==> src/rtl/ctrl_pkg.sv <==
// ctrl_pkg: state encoding, ALU op codes and condition codes shared by the sequencer
package ctrl_pkg;
  typedef enum logic [5:0] {
    S_IDLE   = 6'b000001,
    S_FETCH  = 6'b000010,
    S_DECODE = 6'b000100,
    S_EXEC   = 6'b001000,
    S_WB     = 6'b010000,
    S_TRAP   = 6'b100000
  } state_e;
  localparam logic [3:0] CLS_ILL = 4'd0;
  localparam logic [3:0] CLS_SGL = 4'd1;
  localparam logic [3:0] CLS_DBL = 4'd4;
  localparam logic [4:0] ALU_CMP  = 5'd5;
  localparam logic [4:0] ALU_BIT  = 5'd7;
  localparam logic [4:0] ALU_RRC  = 5'd16;
  localparam logic [4:0] ALU_RRCB = 5'd17;
  localparam logic [4:0] ALU_SWPB = 5'd18;
  localparam logic [4:0] ALU_RRA  = 5'd19;
  localparam logic [4:0] ALU_RRAB = 5'd20;
  localparam logic [4:0] ALU_SXT  = 5'd21;
  localparam logic [4:0] ALU_NOP  = 5'd31;
  localparam logic [2:0] C_NZ = 3'd0, C_Z = 3'd1, C_NC = 3'd2, C_C = 3'd3;
  localparam logic [2:0] C_N = 3'd4, C_GE = 3'd5, C_L = 3'd6, C_AL = 3'd7;
  // {valid, op} for a single-op sub-code; invalid sub-codes return all zeros
  function automatic logic [5:0] sgl_op(input logic [5:0] sub);
    case (sub)
      6'd0:    sgl_op = {1'b1, ALU_RRC};
      6'd1:    sgl_op = {1'b1, ALU_RRCB};
      6'd2:    sgl_op = {1'b1, ALU_SWPB};
      6'd4:    sgl_op = {1'b1, ALU_RRA};
      6'd5:    sgl_op = {1'b1, ALU_RRAB};
      6'd6:    sgl_op = {1'b1, ALU_SXT};
      default: sgl_op = '0;
    endcase
  endfunction
  // jump condition against flags ordered {V,N,C,Z}
  function automatic logic cond_met(input logic [2:0] cond, input logic [3:0] f);
    case (cond)
      C_NZ:    cond_met = !f[0];
      C_Z:     cond_met = f[0];
      C_NC:    cond_met = !f[1];
      C_C:     cond_met = f[1];
      C_N:     cond_met = f[2];
      C_GE:    cond_met = f[2] == f[3];
      C_L:     cond_met = f[2] != f[3];
      default: cond_met = 1'b1;
    endcase
  endfunction
endpackage

==> src/rtl/ctrl_decode.sv <==
// ctrl_decode: combinational instruction decode into register, ALU and branch controls
module ctrl_decode
  import ctrl_pkg::*;
#(
  parameter int ADDR_W = 16,
  parameter int REG_AW = 4,
  parameter int OFF_W  = 10
) (
  input  logic [15:0]       ir,
  output logic [4:0]        alu_op,
  output logic [REG_AW-1:0] src,
  output logic [REG_AW-1:0] dst,
  output logic [REG_AW-1:0] wr,
  output logic              is_jump,
  output logic [2:0]        cond,
  output logic              writes,
  output logic              illegal,
  output logic [ADDR_W-1:0] boff
);
  logic [3:0] cls;
  logic [5:0] sop;
  logic       dbl;
  assign cls = ir[15:12];
  assign sop = sgl_op(ir[11:6]);
  assign dbl = cls >= CLS_DBL;
  // class dispatch; compare-type double-ops and jumps never write back
  always_comb begin
    is_jump = ir[15:13] == 3'b001;
    cond    = ir[12:10];
    illegal = cls == CLS_ILL || (cls == CLS_SGL && !sop[5]);
    alu_op  = cls == CLS_SGL ? sop[4:0] : is_jump ? ALU_NOP : dbl ? {1'b0, cls - CLS_DBL} : '0;
    src     = dbl ? REG_AW'(ir[11:8]) : '0;
    dst     = (dbl || cls == CLS_SGL) ? REG_AW'(ir[3:0]) : '0;
    wr      = dst;
    writes  = !illegal && !is_jump && alu_op != ALU_CMP && alu_op != ALU_BIT;
    boff    = is_jump ? {{(ADDR_W-OFF_W-1){ir[OFF_W-1]}}, ir[OFF_W-1:0], 1'b0} : '0;
  end
endmodule

==> src/rtl/ctrl_sequencer.sv <==
// ctrl_sequencer: multicycle fetch/decode/exec/writeback sequencer with illegal-op trap
module ctrl_sequencer
  import ctrl_pkg::*;
#(
  parameter int DATA_W  = 16,
  parameter int ADDR_W  = 16,
  parameter int REG_AW  = 4,
  parameter int OFF_W   = 10,
  parameter int MEM_REG = 9
) (
  input  logic              clk,
  input  logic              rst,
  input  logic              run,
  input  logic              mem_ready,
  input  logic [DATA_W-1:0] mem_rdata,
  input  logic [3:0]        flags,
  output logic              mem_req,
  output logic              pc_inc,
  output logic              branch_en,
  output logic [ADDR_W-1:0] branch_off,
  output logic [4:0]        alu_op,
  output logic [REG_AW-1:0] src_reg,
  output logic [REG_AW-1:0] dst_reg,
  output logic [REG_AW-1:0] wr_reg,
  output logic              wr_en,
  output logic              wr_mem_en,
  output logic              trap,
  output logic [5:0]        state
);
  state_e            state_q, state_d;
  logic [DATA_W-1:0] ir_q, ir_d;
  logic              is_jump, writes, illegal;
  logic [2:0]        cond;
  ctrl_decode #(.ADDR_W(ADDR_W), .REG_AW(REG_AW), .OFF_W(OFF_W)) u_dec (
    .ir      (ir_q),
    .alu_op  (alu_op),
    .src     (src_reg),
    .dst     (dst_reg),
    .wr      (wr_reg),
    .is_jump (is_jump),
    .cond    (cond),
    .writes  (writes),
    .illegal (illegal),
    .boff    (branch_off)
  );
  assign mem_req   = state_q == S_FETCH;
  assign pc_inc    = mem_req && mem_ready;
  assign branch_en = state_q == S_EXEC && is_jump && cond_met(cond, flags);
  assign wr_en     = state_q == S_WB && writes;
  assign wr_mem_en = wr_en && wr_reg == REG_AW'(MEM_REG);
  assign trap      = state_q == S_TRAP;
  assign state     = state_q;
  // next state; run is only consulted in IDLE and at WB exit, TRAP holds until reset
  always_comb begin
    state_d = state_q;
    case (state_q)
      S_IDLE:   state_d = run ? S_FETCH : S_IDLE;
      S_FETCH:  state_d = mem_ready ? S_DECODE : S_FETCH;
      S_DECODE: state_d = illegal ? S_TRAP : S_EXEC;
      S_EXEC:   state_d = S_WB;
      S_WB:     state_d = run ? S_FETCH : S_IDLE;
      S_TRAP:   state_d = S_TRAP;
      default:  state_d = S_IDLE;
    endcase
    ir_d = pc_inc ? mem_rdata : ir_q;
  end
  // state and instruction register
  always_ff @(posedge clk or posedge rst) begin
    if (rst) begin
      state_q <= S_IDLE;
      ir_q    <= '0;
    end else begin
      state_q <= state_d;
      ir_q    <= ir_d;
    end
  end
endmodule

==> config.mk <==
export PLATFORM = sky130hd
export DESIGN_NAME = ctrl_sequencer
export DESIGN_NICKNAME = d
export VERILOG_FILES = /design/src/rtl/ctrl_pkg.sv /design/src/rtl/ctrl_decode.sv /design/src/rtl/ctrl_sequencer.sv
export SDC_FILE = /design/constraint.sdc
export NUM_CORES = 1
export LEC_CHECK = 0
export ABC_AREA = 1
export CAP_MARGIN = 20
export CELL_PAD_IN_SITES_DETAIL_PLACEMENT = 1
export CELL_PAD_IN_SITES_GLOBAL_PLACEMENT = 1
export CORE_MARGIN = 8
export CORE_UTILIZATION = 25
export DETAILED_ROUTE_END_ITERATION = 7
export GPL_ROUTABILITY_DRIVEN = 0
export PLACE_DENSITY = 0.69
export SYNTH_ARGS = -nofsm -noshare
export SYNTH_HDL_FRONTEND = slang
export SYNTH_SLANG_ARGS = --single-unit
==> constraint.sdc <==
create_clock -name clk -period 2.3 [get_ports clk]
set_clock_uncertainty 0.1 [all_clocks]
set_input_delay 0.575 -clock clk [delete_from_list [all_inputs] [get_ports clk]]
set_output_delay 0.575 -clock clk [all_outputs]
set_load 0.01 [all_outputs]
Word level (Yosys, flattened, before mapping)
Index checks and enable logic that the tools add are counted.
{"block": "classes", "add_sub_neg": 1, "n_lt_le_gt_ge": 1, "n_eq_ne": 24, "muxes": 12, "n_reduce_logical": 20}
{"operator": "case mux 6 bit (6 select lines)", "count": 1}
{"operator": "case mux 6 bit (5 select lines)", "count": 1}
{"operator": "== test 6 x 3 -> 1 bit (second input constant)", "count": 4}
{"operator": "two-way mux 16 bit", "count": 1}
{"operator": "== test 6 x 1 -> 1 bit (second input constant)", "count": 2}
{"operator": "== test 6 x 2 -> 1 bit (second input constant)", "count": 2}
{"operator": "two-way mux 4 bit", "count": 3}
{"operator": "two-way mux 5 bit", "count": 2}
{"operator": "inequality test 5 x 3 -> 1 bit (second input constant)", "count": 2}
{"operator": "== test 3 bit (second input constant)", "count": 3}
{"operator": "logical AND 1 bit", "count": 9}
{"operator": "case mux 1 bit (7 select lines)", "count": 1}
{"operator": "== test 3 x 1 -> 1 bit (second input constant)", "count": 2}
{"operator": "== test 3 x 2 -> 1 bit (second input constant)", "count": 2}
{"operator": "== test 6 x 4 -> 1 bit (second input constant)", "count": 1}
{"operator": "== test 6 x 5 -> 1 bit (second input constant)", "count": 1}
{"operator": "== test 6 bit (second input constant)", "count": 1}
{"operator": "zero test 6 bit", "count": 1}
{"operator": "two-way mux 6 bit", "count": 1}
{"operator": "zero test 1 bit", "count": 5}
{"operator": "== test 4 x 1 -> 1 bit (second input constant)", "count": 1}
{"operator": "== test 4 bit (second input constant)", "count": 1}
{"operator": ">= comparator 4 x 3 -> 1 bit (second input constant)", "count": 1}
{"operator": "zero test 4 bit", "count": 1}
{"operator": "8 further kinds", "count": 9}
{"block": "word_totals", "reg_bits": 22, "input_bits": 24, "out_inout_bits": 45}

Depth between registers and ports, before layout
{"block": "depth", "ltp_word": 11, "ltp_mapped": 9}

Hierarchy
A second synthesis with hierarchy kept.
{"block": "unflattened", "cells_unflattened": 231, "hier_area_um2": 1579.0}
{"module": "ctrl_sequencer", "n_inst": 1, "cells_per_inst": 140, "area_per_inst_um2": 1126.1, "seq_area_each_um2": 551.8}
{"module": "ctrl_decode", "n_inst": 1, "cells_per_inst": 91, "area_per_inst_um2": 452.9, "seq_area_each_um2": 0.0}

Worst setup path after synthesis
OpenSTA, ideal clock, no wires.
{"block": "synth_timing", "path_kind": "reg-to-output", "from": "register ir_q[15]", "to": "output branch_off[11]", "arrival_time_ns": 1.403, "required_ns": 1.625, "slack_ns": 0.222, "stages_incl_launch_ff": 6, "path_cell_list": "dfrtp_1 > nor2_4 > nand2_1 > clkbuf_1 > nor2_1 > buf_4"}
{"block": "synth_via", "elab_chain_len": 2}
{"item": "start, declared", "line": "ctrl_sequencer.sv:31", "source": "logic [DATA_W-1:0] ir_q, ir_d;"}
{"item": "start signal, assigned", "line": "ctrl_sequencer.sv:74", "source": "ir_q <= ir_d;"}
{"item": "== test 3 x 1 -> 1 bit", "line": "ctrl_decode.sv:28", "source": "is_jump = ir[15:13] == 3'b001;"}
{"item": "two-way mux 16 bit", "line": "ctrl_decode.sv:36", "source": "boff = is_jump ? {{(ADDR_W-OFF_W-1){ir[OFF_W-1]}}, ir[OFF_W-1:0], 1'b0} : '0;"}
{"item": "end, declared", "line": "ctrl_sequencer.sv:20", "source": "output logic [ADDR_W-1:0] branch_off,"}
No other way between the ends.

Worst setup path in the final report
{"block": "layout_timing", "from": "input flags[0]", "to": "output branch_en"}
{"block": "layout_via", "elab_chain_len": 3}
{"item": "start, declared", "line": "ctrl_sequencer.sv:16", "source": "input logic [3:0] flags,"}
{"item": "zero test 1 bit", "line": "ctrl_pkg.sv:40", "source": "C_NZ: cond_met = !f[0];"}
{"item": "case mux 1 bit (7 select lines) *", "line": "ctrl_pkg.sv:39", "source": "case (cond)"}
{"item": "logical AND 1 bit *", "line": "ctrl_sequencer.sv:48", "source": "assign branch_en = state_q == S_EXEC && is_jump && cond_met(cond, flags);"}
{"item": "end, declared", "line": "ctrl_sequencer.sv:19", "source": "output logic branch_en,"}
Every way passes the cells marked *; elsewhere a longest branch is shown, timed or not.

==> impl_metrics.py <==
metrics = {
    "die": {
        "die_area_sq_um": 8570,
        "core.rowCount": 28,
        "ioPinCount": 69,
        "start_util_pct": 25.3,
        "core-area_sq_um": 5780,
        "die_w_um": 92.6,
        "die_y_um": 92.6,
    },
    "layout": {
        "final_common_cell": "buf_4",
        "final_cell_mix": "buf_4, nand2_1, clkdlybuf4s50_1, nor2_1",
        "drive_gt1_share_pct": 34.3,
        "fin_util_pct": 44.0,
        "areaGrowthSynthToFinish_pct": 73.8,
        "stdcell_area_sq_um": 2550,
        "antenna_cells": 0,
        "layout.nets": 325,
    },
    "synth": {
        "ys_ff_latch": 22,
        "synth_seq_area_share_pct": 37.7,
        "synth_nets": 222,
        "synthArstFlopShare_pct": 100,
        "synth_ff_type": "dfrtp_1",
        "synthCells": 198,
        "synth_area_per_cell_sq_um": 7.40,
        "ys_types": 27,
        "netlist_area_sq_um": 1470,
        "ys_warn_count": 0,
        "synth_edf_count": 0,
    },
    "setup_path": {
        "critPathCaptureType": "output pin",
        "rr_endpoint": "state[5]",
        "critPathArrivalTime_ps": 1740,
        "reg2reg_slack_ps": 690,
        "reg2regPathDepth": 10,
        "worstPathRequired_ps": 1620,
        "reg2reg_from": "ir_q[15]",
        "crit_type": "input port to output pin",
        "start_kind": "input port",
        "cp_max_fo": 2,
    },
    "power_and_ir_drop": {
        "combinationalPowerShare_pct": 68.1,
        "p_per_area_nw_per_um2": 1180,
        "netSwitchingFraction_pct": 43.3,
        "p_int_mw": 1.70,
        "ir_drop_uv": 397,
        "total_power_mw": 3.00,
        "p_switching_mw": 1.30,
        "leakage_nw": 1.33,
        "seqPwrFrac_pct": 22.6,
        "clkPwrFrac_pct": 9.3,
    },
    "route": {
        "vias": 1566,
        "drtIter0Drc": 44,
        "ant_nets": 0,
        "dr.pass1.iters": 3,
        "vias_per_cell": 4.18,
        "drcViolationCount": 0,
        "wire_per_inst_um": 13.0,
        "wl_um": 4870,
    },
    "global_route": {
        "grt.met2_usage_pct": 19.9,
        "gr-total-overflow": 0,
        "grt_pass1_wl_um": 8060,
        "grt_usage_pct": 11.4,
        "antenna_found_initial": 0,
        "grt_max_degree": 33,
        "use_met3_pct": 3.48,
        "grt_pass1_vias": 1754,
        "gr-usage-met1_pct": 13.6,
        "grt-busiest-layer": "met2",
    },
    "clock_tree": {
        "cts.sink_count": 22,
        "clk_pin_slew_ps": 80,
        "numCtsBuffers": 3,
        "h-tree-depth": 1,
        "clock_path_buffers": 2,
        "cts_tree": "yes",
        "cts-root-buf": "clkbuf_8",
        "insertion_delay_ps": 260,
    },
    "place": {
        "portBuffers": 67,
        "pre_cts_ws_ps": -549,
        "place_area_sq_um": 2360,
        "place.detailed.hpwl_um": 3810,
    },
    "timing": {
        "fin_crit_sh_pct": 105,
        "finalMaxSlewViolations": 0,
        "hold_violations": 0,
        "rsz0062_at_grt": "true",
        "max_clock_freq_mhz": 415,
        "period_needed_ps": 2410,
        "setup_viol": 4,
        "worst_slack_ps": -110,
    },
    "run": {
        "maxCapViolations": 0,
    },
    "min_path": {
        "worst_hold_path_type": "flop to flop",
        "holdPathStages": 2,
        "worstHoldStart": "ir_q[5]",
        "worstHoldEndpoint": "ir_q[5]",
    },
    "run_status": {
        "violations": "setup timing",
        "status": "finished, violations left",
    },
}
[power groups by stage]
stage	clock [mW]	sequential, mW	combinational [mW]
2_1_floorplan	0	0.687	0.997
3_3_place_gp	0	0.673	2.00
3_5_place_dp	0	0.681	2.03
4_1_cts	0.291	0.677	1.96
5_1_grt	0.307	0.703	2.26
6_report	0.280	0.678	2.04
[timing repair]
item | 4_1_cts | 5_1_grt
pin swaps | 7 | 7
buffers inserted | 10 | 5
resized for setup | 65 | 37
hold buffers | 0 | 0
endpoints found under the setup margin | 34 | 15
[layout make-up]
| type | instances | area (sq um) |
|---|---|---|
| clock buffer | 4 | 55.1 |
| fill | 736 | 3230 |
| inverter | 30 | 115 |
| multi-input combinational | 132 | 754 |
| sequential | 22 | 553 |
| tap | 75 | 93.8 |
| timing repair buffer | 112 | 975 |
[metal layers]
layer  vias to the layer above  wire, um
li1                        805         -
met1                       718      2080
met2                        39      2420
met3                         4       346
met4                         0        25
met5                         -         0
[worst max-delay path by stage]
stage / start / to
after global placement: flags[0] / branch_en
after detailed placement: flags[0] / branch_en
after CTS: flags[0] / branch_en
final: flags[0] / branch_en
after floorplan: ir_q[15] / branch_off[11]
after global routing: flags[0] / branch_en
[synth_stat cells, types with 2 or more instances]
| cell | instances | share of area (%) |
|---|---|---|
| or2_0 | 2 | 0.85 |
| o21ai_1 | 5 | 1.7 |
| dfrtp_1 | 21 | 36 |
| o21ai_2 | 7 | 4.2 |
| nand3_2 | 2 | 1.4 |
| buf_6 | 3 | 2.3 |
| nand3_1 | 11 | 3.8 |
| inv_2 | 4 | 1.0 |
| nor2_1 | 31 | 7.9 |
| nand2_1 | 41 | 11 |
| nand4_1 | 4 | 1.7 |
| buf_4 | 10 | 5.1 |
| nor2_2 | 2 | 0.85 |
| inv_1 | 26 | 6.7 |
| nor2_4 | 7 | 5.4 |
| o21ai_0 | 11 | 3.8 |
[registers in the layout (all words and copies together) (netlist names)]
signal and cells:
ir_q 16, state 6
[stage by stage]
step                      hold WS, ps  setup TNS (ps)  instances
after global placement            403            -832        358
after global routing              473            -779        375
final                             425            -352        375
after floorplan                   386               0        198
after detailed placement          420            -941        358
after CTS                         441            -443        371
[worst max-delay path: stages]
cell and delay, ps:
clkdlybuf4s50_1 400, or2_1 220, o21ai_2 70, or2_1 140, nand3_2 70, a21oi_2 130
buf_2 140
[cells by family after synthesis]
group / after synthesis / share of synthesized area, %
buffers and inverters: 44 / 15.4
other: 1 / 0.256
AOI/OAI and AO/OA: 25 / 10.6
and+or+nand+nor: 105 / 35.4
DFF: 22 / 37.7
muxes: 1 / 0.683
(Power assumes the default switching activity.)
